$ cat src/rtl/entropy_collector.sv
// entropy_collector
//   Consumer end of the raw entropy_valid/entropy_bit stream. Optionally
//   debiases the raw bits (von Neumann), runs a repetition-count health test
//   on the raw samples, packs conditioned bits MSB-first into WIDTH-bit words
//   and hands them downstream over a valid/ready handshake.
//
//   Build option: define VON_NEUMANN_EN to enable the von Neumann debias
//   stage. Without it every raw sample feeds the shifter directly.
//
// Parameters
//   WIDTH      output word width in bits (>= 2)
//   REP_LIMIT  raw run length of identical bits that trips the health test
//              (2..255)
//
// Ports
//   clk            system clock, rising edge
//   rst_n          asynchronous active-low reset
//   entropy_valid  raw bit qualifier, one sample per edge where high
//   entropy_bit    raw entropy bit
//   out_ready      downstream accepts out_word this cycle
//   out_valid      out_word holds an unconsumed word
//   out_word       assembled word (first conditioned bit is the MSB)
//   health_fail    sticky: repetition test tripped
//   overrun        sticky: a conditioned bit was dropped for lack of space
module entropy_collector #(
    parameter int WIDTH     = 8,
    parameter int REP_LIMIT = 16
) (
    input  logic             clk,
    input  logic             rst_n,
    input  logic             entropy_valid,
    input  logic             entropy_bit,
    input  logic             out_ready,
    output logic             out_valid,
    output logic [WIDTH-1:0] out_word,
    output logic             health_fail,
    output logic             overrun
);

    localparam int CW = $clog2(WIDTH + 1);
    localparam int RW = 8;
    localparam logic [CW-1:0] CNT_FULL = CW'(WIDTH);
    localparam logic [CW-1:0] CNT_LAST = CW'(WIDTH - 1);
    localparam logic [RW-1:0] RUN_MAX  = RW'(REP_LIMIT);

    logic [WIDTH-1:0] shifter, shifter_n;
    logic [CW-1:0]    count, count_n;
    logic [RW-1:0]    run_len, run_len_n;
    logic             last_bit;
    logic             out_valid_n, overrun_n, health_n;
    logic [WIDTH-1:0] out_word_n;
    logic [WIDTH-1:0] shifted;
    logic             emit, emit_bit;
    logic             slot_free, full, trip;

    // ------------------------------------------------------------------
    // Conditioning stage: decides whether this edge produces a bit.
    // ------------------------------------------------------------------
`ifdef VON_NEUMANN_EN
    logic half;       // first bit of a pair is held
    logic first_bit;  // the held first bit

    // 01 -> 0, 10 -> 1 (the first bit); 00 and 11 are discarded.
    assign emit     = entropy_valid && half && (first_bit != entropy_bit);
    assign emit_bit = first_bit;

    always_ff @(posedge clk or negedge rst_n) begin
        if (!rst_n) begin
            half      <= 1'b0;
            first_bit <= 1'b0;
        end else if (entropy_valid) begin
            half <= ~half;
            if (!half) first_bit <= entropy_bit;
        end
    end
`else
    assign emit     = entropy_valid;
    assign emit_bit = entropy_bit;
`endif

    // ------------------------------------------------------------------
    // Repetition-count health test on the raw samples.
    // run_len==0 only right after reset, so the first sample always
    // starts a fresh run of 1 regardless of the reset value of last_bit.
    // ------------------------------------------------------------------
    always_comb begin
        run_len_n = run_len;
        if (entropy_valid) begin
            if (run_len != '0 && entropy_bit == last_bit)
                run_len_n = (run_len == RUN_MAX) ? run_len : run_len + RW'(1);
            else
                run_len_n = RW'(1);
        end
    end

    assign trip     = entropy_valid && (run_len_n == RUN_MAX);
    assign health_n = health_fail | trip;

    // ------------------------------------------------------------------
    // Shifter, output slot and overrun.
    // ------------------------------------------------------------------
    assign slot_free = !out_valid || out_ready;
    assign full      = (count == CNT_FULL);
    assign shifted   = {shifter[WIDTH-2:0], emit_bit};

    always_comb begin
        shifter_n   = shifter;
        count_n     = count;
        overrun_n   = overrun;
        out_word_n  = out_word;
        out_valid_n = out_valid && !out_ready;

        if (full) begin
            if (slot_free) begin
                // Held word moves out; a bit arriving on the same edge
                // starts the next word rather than being lost.
                out_valid_n = 1'b1;
                out_word_n  = shifter;
                if (emit) begin
                    shifter_n = {{(WIDTH-1){1'b0}}, emit_bit};
                    count_n   = CW'(1);
                end else begin
                    shifter_n = '0;
                    count_n   = '0;
                end
            end else if (emit) begin
                overrun_n = 1'b1;
            end
        end else if (emit) begin
            if (count == CNT_LAST && slot_free) begin
                out_valid_n = 1'b1;
                out_word_n  = shifted;
                shifter_n   = '0;
                count_n     = '0;
            end else begin
                shifter_n = shifted;
                count_n   = count + CW'(1);
            end
        end

        // A failed health test kills the datapath; it beats a same-edge
        // transfer and freezes overrun and out_word.
        if (health_n) begin
            out_valid_n = 1'b0;
            out_word_n  = out_word;
            shifter_n   = '0;
            count_n     = '0;
            overrun_n   = overrun;
        end
    end

    always_ff @(posedge clk or negedge rst_n) begin
        if (!rst_n) begin
            shifter     <= '0;
            count       <= '0;
            run_len     <= '0;
            last_bit    <= 1'b0;
            out_valid   <= 1'b0;
            out_word    <= '0;
            health_fail <= 1'b0;
            overrun     <= 1'b0;
        end else begin
            shifter     <= shifter_n;
            count       <= count_n;
            run_len     <= run_len_n;
            out_valid   <= out_valid_n;
            out_word    <= out_word_n;
            health_fail <= health_n;
            overrun     <= overrun_n;
            if (entropy_valid) last_bit <= entropy_bit;
        end
    end

endmodule

$ cat config.mk
export PLATFORM = sky130hd
export DESIGN_NAME = entropy_collector
export DESIGN_NICKNAME = d
export VERILOG_FILES = /design/src/rtl/entropy_collector.sv
export SDC_FILE = /design/constraint.sdc
export NUM_CORES = 1
export LEC_CHECK = 0
export BUFFER_PORTS_ARGS = -buffer_cell sky130_fd_sc_hd__buf_2
export CAP_MARGIN = 10
export CORE_UTILIZATION = 40
export DETAILED_ROUTE_END_ITERATION = 7
export SLEW_MARGIN = 20
export SYNTH_ARGS = -nofsm -noshare
export SYNTH_HDL_FRONTEND = slang
export SYNTH_SLANG_ARGS = --single-unit
$ cat constraint.sdc
create_clock -name clk -period 4 [get_ports clk]
set_input_delay 0.6 -clock clk [delete_from_list [all_inputs] [get_ports clk]]
set_output_delay 0.6 -clock clk [all_outputs]
set_load 0.01 [all_outputs]
After elaboration in Yosys (flattened, before gate mapping)
Cells that the tools add are included.
Storage, ports and cells
  output and inout port bits: 11
  bits of input ports: 5
  logic and storage cells: 58
  flip-flop bits (word level): 32
Operators by class
  reductions and logical operators: 14
  eq/ne operators: 7
  add/subtract/negate cells: 2
  muxes and demuxes: 24
  bitwise operators: 3
Operators with widths (count)
  two-way mux 8 bit: 12
  two-way mux 4 bit: 5
  equality test 8 x 5 -> 1 bit (second input constant): 2
  adder 8 x 1 -> 8 bit (second input constant): 1
  AND reduction 4 bit: 2
  nonzero test 8 bit: 1
  two-way mux 1 bit: 7
  adder 4 x 1 -> 4 bit (second input constant): 1
  equality test 4 x 3 -> 1 bit (second input constant): 1
  equality test 4 bit (second input constant): 1
  logical AND 1 bit: 4
  nonzero test 2 bit: 2
  != test 3 bit (second input constant): 1
  nonzero test 3 bit: 1
  zero test 1 bit: 2
  != test 2 bit (second input constant): 1
  inverter 1 bit: 2
  AND reduction 2 bit: 1
  equality test 1 bit: 1
  logical OR 1 bit: 1
  bitwise OR 1 bit: 1

Logic depth before layout (Yosys ltp)
Gate-level depths: netlist (run 1).
  depth after elaboration: 9
  depth in mapped cells: 9

Worst setup path after synthesis (run 1)
OpenSTA, ideal clock, no wires.
  kind: register -> register
  start: register run_len[0]
  end: register out_word[0]
  setup time: 125 ps
  required time: 3875 ps
  period minus slack after synthesis: 2626 ps
  setup slack: 1374 ps
  arrival time: 2502 ps
  stages on the path, launching flop included: 9
  cell sequence: dfrtp_1 > inv_1 > ha_1 > nor4b_4 > a211o_2 > o221ai_2 > or4_4 > o31ai_4 > mux2_2
On the way
  cells in the longest elaborated chain, start to end: 9
RTL lines
  from (decl): RTL line 48  | logic [RW-1:0] run_len, run_len_n;
  from (signal assigned): RTL line 165  | run_len <= run_len_n;
  adder 8 x 1 -> 8 bit (tied with other cells): RTL line 90  | run_len_n = (run_len == RUN_MAX) ? run_len : run_len + RW'(1);
  two-way mux 8 bit or logical AND 1 bit (tied branches): RTL line 90, 89
  two-way mux 8 bit (*): RTL line 89  | if (run_len != '0 && entropy_bit == last_bit)
  two-way mux 8 bit (*): RTL line 88  | if (entropy_valid) begin
  via run_len_n[5]: RTL line 48
  equality test 8 x 5 -> 1 bit (*): RTL line 96  | assign trip = entropy_valid && (run_len_n == RUN_MAX);
  logical AND 1 bit (*): RTL line 96
  bitwise OR 1 bit (*): RTL line 97  | assign health_n = health_fail | trip;
  inverter 1 bit (no source line) (*)
  AND reduction 4 bit (no source line) (*)
  to (signal assigned): RTL line 167  | out_word <= out_word_n;
  to (decl): RTL line 35  | output logic [WIDTH-1:0] out_word,
Mark *: on every way through the listed nets, which the timed path passes. The rest lies on a longest branch.
A chain may end at the register's enable or synchronous reset.

Worst setup path in the final report (run 1)
  start: register run_len[0]
  end: register out_word[5]
Same word-level chain as after synthesis.

==> results of run 1 <==
-- layer usage --
metal / global-route usage [%] / up-vias
met5: 0 / -
met4: 5.85 / 0
met3: 6.59 / 10
met2: 29.8 / 33
met1: 24.2 / 676
li1: - / 674
-- logic make-up after synthesis --
| kind of cell | after synthesis | synth area share (%) |
|---|---|---|
| AOI/OAI and AO/OA | 33 | 15.1 |
| xor gates and xnor gates | 4 | 2.04 |
| adders and majority gates | 4 | 2.91 |
| buffers and inverters | 16 | 3.57 |
| DFF | 32 | 46.6 |
| muxes | 10 | 6.48 |
| and+or+nand+nor | 82 | 23.3 |
-- critical path, cell delays in order, from the launching register on --
cell      delay [ns]
dfrtp_1         0.45
inv_1           0.09
ha_1            0.14
nor4b_4         0.26
a211o_2         0.29
o221ai_2        0.14
or4_4           0.58
o31ai_4         0.50
mux2_2          0.40
-- cell usage after synthesis (4+ instances only) --
cell type,count,share of area (%)
dfrtp_1,32,47
or3_1,4,1.5
mux2_2,8,5.2
nor2_1,16,3.5
clkbuf_1,4,0.87
o21ai_0,5,1.5
nand3_1,5,1.5
nand2_1,36,7.9
inv_1,11,2.4
a22oi_1,7,3.1
ha_1,4,2.9
nor3_1,5,1.5
-- layout make-up --
| cell class | instances | area, sq um |
|---|---|---|
| fill | 389 | 2110 |
| multi-input combinational | 133 | 857 |
| sequential | 32 | 801 |
| clock buffer | 7 | 96.3 |
| timing repair buffer | 17 | 90.1 |
| tap | 50 | 62.6 |
| inverter | 11 | 41.3 |
-- worst max path at each step --
stage	start	end	slack, ns	cells after the start
2_1_floorplan	run_len[0]	out_word[0]	1.37	8
3_3_place_gp	entropy_bit	out_word[2]	1.09	7
3_5_place_dp	entropy_bit	out_word[5]	0.98	7
4_1_cts	run_len[0]	out_word[5]	1.03	8
5_1_grt	run_len[0]	out_word[4]	0.90	8
6_report	run_len[0]	out_word[5]	1.05	8
-- cell usage in the layout (no fill, tap or decap), drive strengths merged --
cell and instances:
and3 2, clkbuf 7, xnor2 3, nor2 16
a31oi 3, dfrtp 32, o21ai 5, o31ai 4
a211oi 1, or3 4, nand4 1, or4 2
a32oi 2, o221ai 3, o2111ai 1, nand3b 1
inv 11, xor2 1, mux2i 1, mux2 9
ha 4, and2 1, nor2b 3, a22oi 7
nand2b 3, nor3 5, a21oi 3, and3b 1
a211o 2, or3b 1, buf 17, nand3 5
nor4b 1, nand2 36, o211ai 2
-- power groups by stage --
stage               registers [mW]  clock network (mW)  logic [mW]
floorplan                    0.382                   0       0.117
global placement             0.390                   0       0.149
detailed placement           0.390                   0       0.151
CTS                          0.385               0.276       0.151
global route                 0.393               0.287       0.169
finish                       0.386               0.268       0.150
-- state kept, by name, indices dropped and copies added (netlist names) --
signal and count:
last_bit 1, run_len 8, shifter 8, out_valid 1
count 4, out_word 8, health_fail 1, overrun 1
==> run summary, run 1 <==
setup slack, reg-to-reg: 1.05 ns
clock root buffer: clkbuf_8
DRT antenna net count: 0
total wire length: 3.58 mm
final setup TNS: 0 ns
asr flop ratio synth: 100%
R2R Path End: out_word[5]
Post-Syn Nets: 190
Cell Rows: 23
H-Tree Depth: 2
CTS clock-pin slew for the worst setup and hold paths: 0.06 ns
GRT Residual Overflow: 0
register bit total from synthesis: 32
Critical Path Sink Type: flip-flop
Metal-1 WL: 1.74 mm
Critical Path RT: 4.17 ns
drt pass-1 iters: 4
CTS tree: done
Hold Crit Class: in -> async
largest net degree at the start of global routing: 33
Synth Warn #: 0
placed insts: 243
Post-CTS Setup Bufs: 0
Sw Share: 29.9%
PwrDens: 413 nW/um^2
Lkg Pwr: 0.918 nW
post-route setup slack: 1.05 ns
total of max-cap violations: 0
Final period util: 73.9%
via count: 1,393
Post-Syn Area: 1720 sq um
critical path class: reg -> reg
vias in the first global route: 1,378
nets: 209
Post-synth EDFFs: 0
post-synthesis sequential area ratio: 46.6%
status: finished clean
met2 WL: 1.62 mm
post-synthesis cell type count: 41
Final Power: 0.804 mW
Worst-Margin Slew: 0.722 ns
number of clock sinks: 32
initial antenna violation count: 0
fin area: 1950 sq um
uppermost routed layer: met4
RSZ-0062 raised after global routing: no
max_slew headroom: 51.9%
Die H: 67.6 um
1st-iter DRT viols: 81
Min Hold Slack: 0.371 ns
DP Worst Slack: 0.983 ns
crit path launch type: flip-flop
fin util: 48.0%
IO buf count: 15
Int Pwr: 0.564 mW
Clock Path Buffers: 2
sequential share of power: 48.0%
maximum vdd ir drop: 0.224 mV
Initial Util: 42.4%
first-pass GRT wire length: 6.29 mm
Die W: 67.6 um
Hold Fails Final Rpt: 0
crit-path max FO: 8
Gate power share: 18.7%
worst reg2reg path depth: 8
routability cong.: 0.826
Layout area overhead: 13.3%
Layout Cells excl Fill: 250
Gate Count Post-Synth: 181
Clock Skews: 0.00466 ns
fmax: 338 MHz
launching point of the worst reg2reg path: run_len[0]
mean post-synth cell area: 9.50 sq um
Area after DPL: 1850 sq um
vias per inst: 5.57
crit path DAT: 3.12 ns
GRT Util Overall: 19.0%
Boundary Pins: 16
hold_buf cts: 0
Residual DRC: 0
proportion of layout cells with a drive suffix above 1: 19.0%
met3 WL: 157 um
Period minus WS final: 2.95 ns
Clk pwr share: 33.3%
post-cts sizing count: 0
Sw Pwr: 0.240 mW
total die area: 4560 sq um
Inserted Clock Buffers: 5
Detailed Place HPWL: 2.49 mm
Most used DFF post-synth: dfrtp_1
Ant. Diodes: 0
# setup viols final: 0
core area: 4060 sq um
Worst-Skew Late Latency: 0.28 ns
Pins Over Slew Limit: 0
routed len/inst: 14.3 um
No activity file was read; power rests on OpenSTA's default activity.
==> run 2, diff against run 1 <==
--- a/config.mk
+++ b/config.mk
@@ -5,6 +5,7 @@
 export SDC_FILE = /design/constraint.sdc
 export NUM_CORES = 1
 export LEC_CHECK = 0
+export ABC_AREA = 1
 export BUFFER_PORTS_ARGS = -buffer_cell sky130_fd_sc_hd__buf_2
 export CAP_MARGIN = 10
 export CORE_UTILIZATION = 40
==> constraint.sdc (replaced) <==
create_clock -name clk -period 2.7 [get_ports clk]
set_input_delay 0.405 -clock clk [delete_from_list [all_inputs] [get_ports clk]]
set_output_delay 0.405 -clock clk [all_outputs]
set_load 0.01 [all_outputs]
==> run summary, run 2 <==
total die area: 5030 sq um
1st-iter DRT viols: 89
met1 Resource Use GR: 25.4%
worst reg2reg path depth: 7
Residual DRC: 0
Inserted Clock Buffers: 5
crit path DAT: 2.36 ns
Final Power: 1.12 mW
commonest non-fill, non-tap cell in the layout: nand2_1
Clock Skews: 0.00931 ns
crit-path max FO: 11
Boundary Pins: 16
register bit total from synthesis: 32
Die W: 70.9 um
via count: 1,616
IO buf count: 15
Detailed Place HPWL: 2.87 mm
Initial Util: 42.5%
RSZ-0062 raised after global routing: no
Pins Over Slew Limit: 0
proportion of layout cells with a drive suffix above 1: 22.2%
Hold Crit Class: in -> async
critical path class: reg -> reg
H-Tree Depth: 2
number of clock sinks: 32
asr flop ratio synth: 100%
Post-Syn Area: 1900 sq um
crit path cell chain: inv_1 > ha_1 > nand3_1 > a21oi_1 > clkinv_1 > nand4_1 > a21oi_2
Critical Path RT: 2.87 ns
Worst path max stage delay: 0.53 ns
initial antenna violation count: 0
total wire length: 4.03 mm
Yosys top cell area share: 42.1%
Min Hold Slack: 0.175 ns
# fillers: 451
max_slew headroom: 50.6%
most instantiated library cell after synthesis: nand2_1
routed len/inst: 12.7 um
post-cts sizing count: 0
launching point of the worst reg2reg path: count[0]
gr busiest metal: met2
area of the multi-input gates: 973 sq um
Crit-path slowest cell: a21oi_1
Final period util: 81.1%
Clock Path Buffers: 2
GRT Util Overall: 18.3%
Period minus WS final: 2.19 ns
Sw Pwr: 0.297 mW
DRT antenna net count: 0
routability cong.: 0.760
Ant. Diodes: 0
CTS clock-pin slew for the worst setup and hold paths: 0.07 ns
GRT Residual Overflow: 0
Die H: 70.9 um
drt pass-1 iters: 6
Post-synth EDFFs: 0
met3 usage in global routing: 5.13%
PwrDens: 523 nW/um^2
nets: 274
vias per inst: 5.08
status: finished clean
Synth area leaders: dfrtp_1, nand2_1, nand4_1
hold_buf cts: 0
Cell Rows: 24
Gate Count Post-Synth: 245
total of max-cap violations: 0
vias in the first global route: 1,457
core area: 4470 sq um
largest net degree at the start of global routing: 33
final setup TNS: 0 ns
Most used DFF post-synth: dfrtp_1
biggest regs: out_word x8, run_len x8, shifter x8
Hold Fails Final Rpt: 0
top cell type by total area after synthesis: dfrtp_1
Layout Cells excl Fill: 318
sequential cell area: 801 sq um
Post-synth top cells: nand2_1, dfrtp_1, nor2_1
delay-heaviest family, CP: compound AO/OA/AOI/OAI gates
CTS tree: done
Synth Warn #: 0
Worst-Margin Slew: 0.741 ns
Sw Share: 26.6%
commonest non-fill, non-tap cells in the layout: nand2_1, dfrtp_1, nor2_1
Post-CTS Setup Bufs: 0
# setup viols final: 0
fmax: 457 MHz
crit path buf inv count: 2
first-pass GRT wire length: 7.02 mm
Post-Syn Nets: 254
sequential share of power: 46.2%
R2R Path End: shifter[2]
Clk pwr share: 40.6%
Worst-Skew Late Latency: 0.29 ns
clock root buffer: clkbuf_8
post-synthesis sequential area ratio: 42.1%
crit path launch type: flip-flop
placed insts: 310
setup slack, reg-to-reg: 0.51 ns
Int Pwr: 0.819 mW
maximum vdd ir drop: 0.253 mV
post-synthesis cell type count: 30
Critical Path Sink Type: flip-flop
mean post-synth cell area: 7.76 sq um
Gate power share: 13.2%
Lkg Pwr: 1.05 nW
met2 Use GR: 27.1%
Layout area overhead: 12.3%
## run 2: changes by cell type in the layout (fill, tap and decap cells not counted), moves of 5 or more
cell,delta
mux2_2,-8
a22oi_1,-6
a21oi_2,+6
nand3_2,+5
a21oi_1,+5
inv_2,+5
nand2_1,+49
nand4_1,+14
nand3_1,+10
nor2_2,+8
## run 2: power groups by stage
stage | Clock, mW | Combinational, mW | Sequential (mW)
detailed placement | 0 | 0.149 | 0.524
floorplan | 0 | 0.113 | 0.519
global placement | 0 | 0.148 | 0.524
finish | 0.453 | 0.148 | 0.515
global route | 0.491 | 0.168 | 0.517
CTS | 0.473 | 0.150 | 0.515
## run 2: per-stage QoR
| stage | area, sq um | utilization (%) | setup WS [ns] |
|---|---|---|---|
| after floorplan | 1900 | - | 0.856 |
| after global placement | 2030 | 45.3 | 0.622 |
| after detailed placement | 2030 | 45.3 | 0.504 |
| after CTS | 2130 | 47.7 | 0.513 |
| after global routing | 2130 | 47.7 | 0.288 |
| final | 2130 | 47.7 | 0.511 |
## run 2: how the worst max path moves through the flow
| stage | from | end | cells past startpoint |
|---|---|---|---|
| finish | count[0] | shifter[2] | 7 |
| global route | count[0] | shifter[3] | 8 |
| floorplan | run_len[0] | count[0] | 14 |
| detailed placement | count[0] | shifter[2] | 7 |
| global placement | entropy_valid | overrun | 10 |
| CTS | count[0] | shifter[2] | 7 |
## run 2: cell families (layout without fill, tap and decap cells)
group	Yosys count	after routing	synth area share [%]
AOI/OAI and AO/OA	22	22	7.64
adders and majority gates	4	4	2.63
xor gates and xnor gates	6	6	2.76
and+or+nand+nor	153	153	38.2
DFF	32	32	42.1
buffers and inverters	28	49	6.65
## run 2: final cells by class
cell class	count	share of cell area, %
multi-input cells	185	45.6
flip-flops and latches	32	37.5
repair buffers	19	4.92
inverters	22	3.87
clock buffers	6	3.40
well taps	52	3.05
clock inverters	2	1.64
## run 2: worst register-to-register path, cell delays in order, from the launching register on
cell,delay (ns)
dfrtp_1,0.42
inv_1,0.07
ha_1,0.14
nand3_1,0.28
a21oi_1,0.53
clkinv_1,0.39
nand4_1,0.19
a21oi_2,0.06
## run 2: layer usage
layer	up-vias	routed length [um]
met5	-	0
met4	0	56
met3	6	125
met2	19	1820
met1	759	2030
li1	832	-
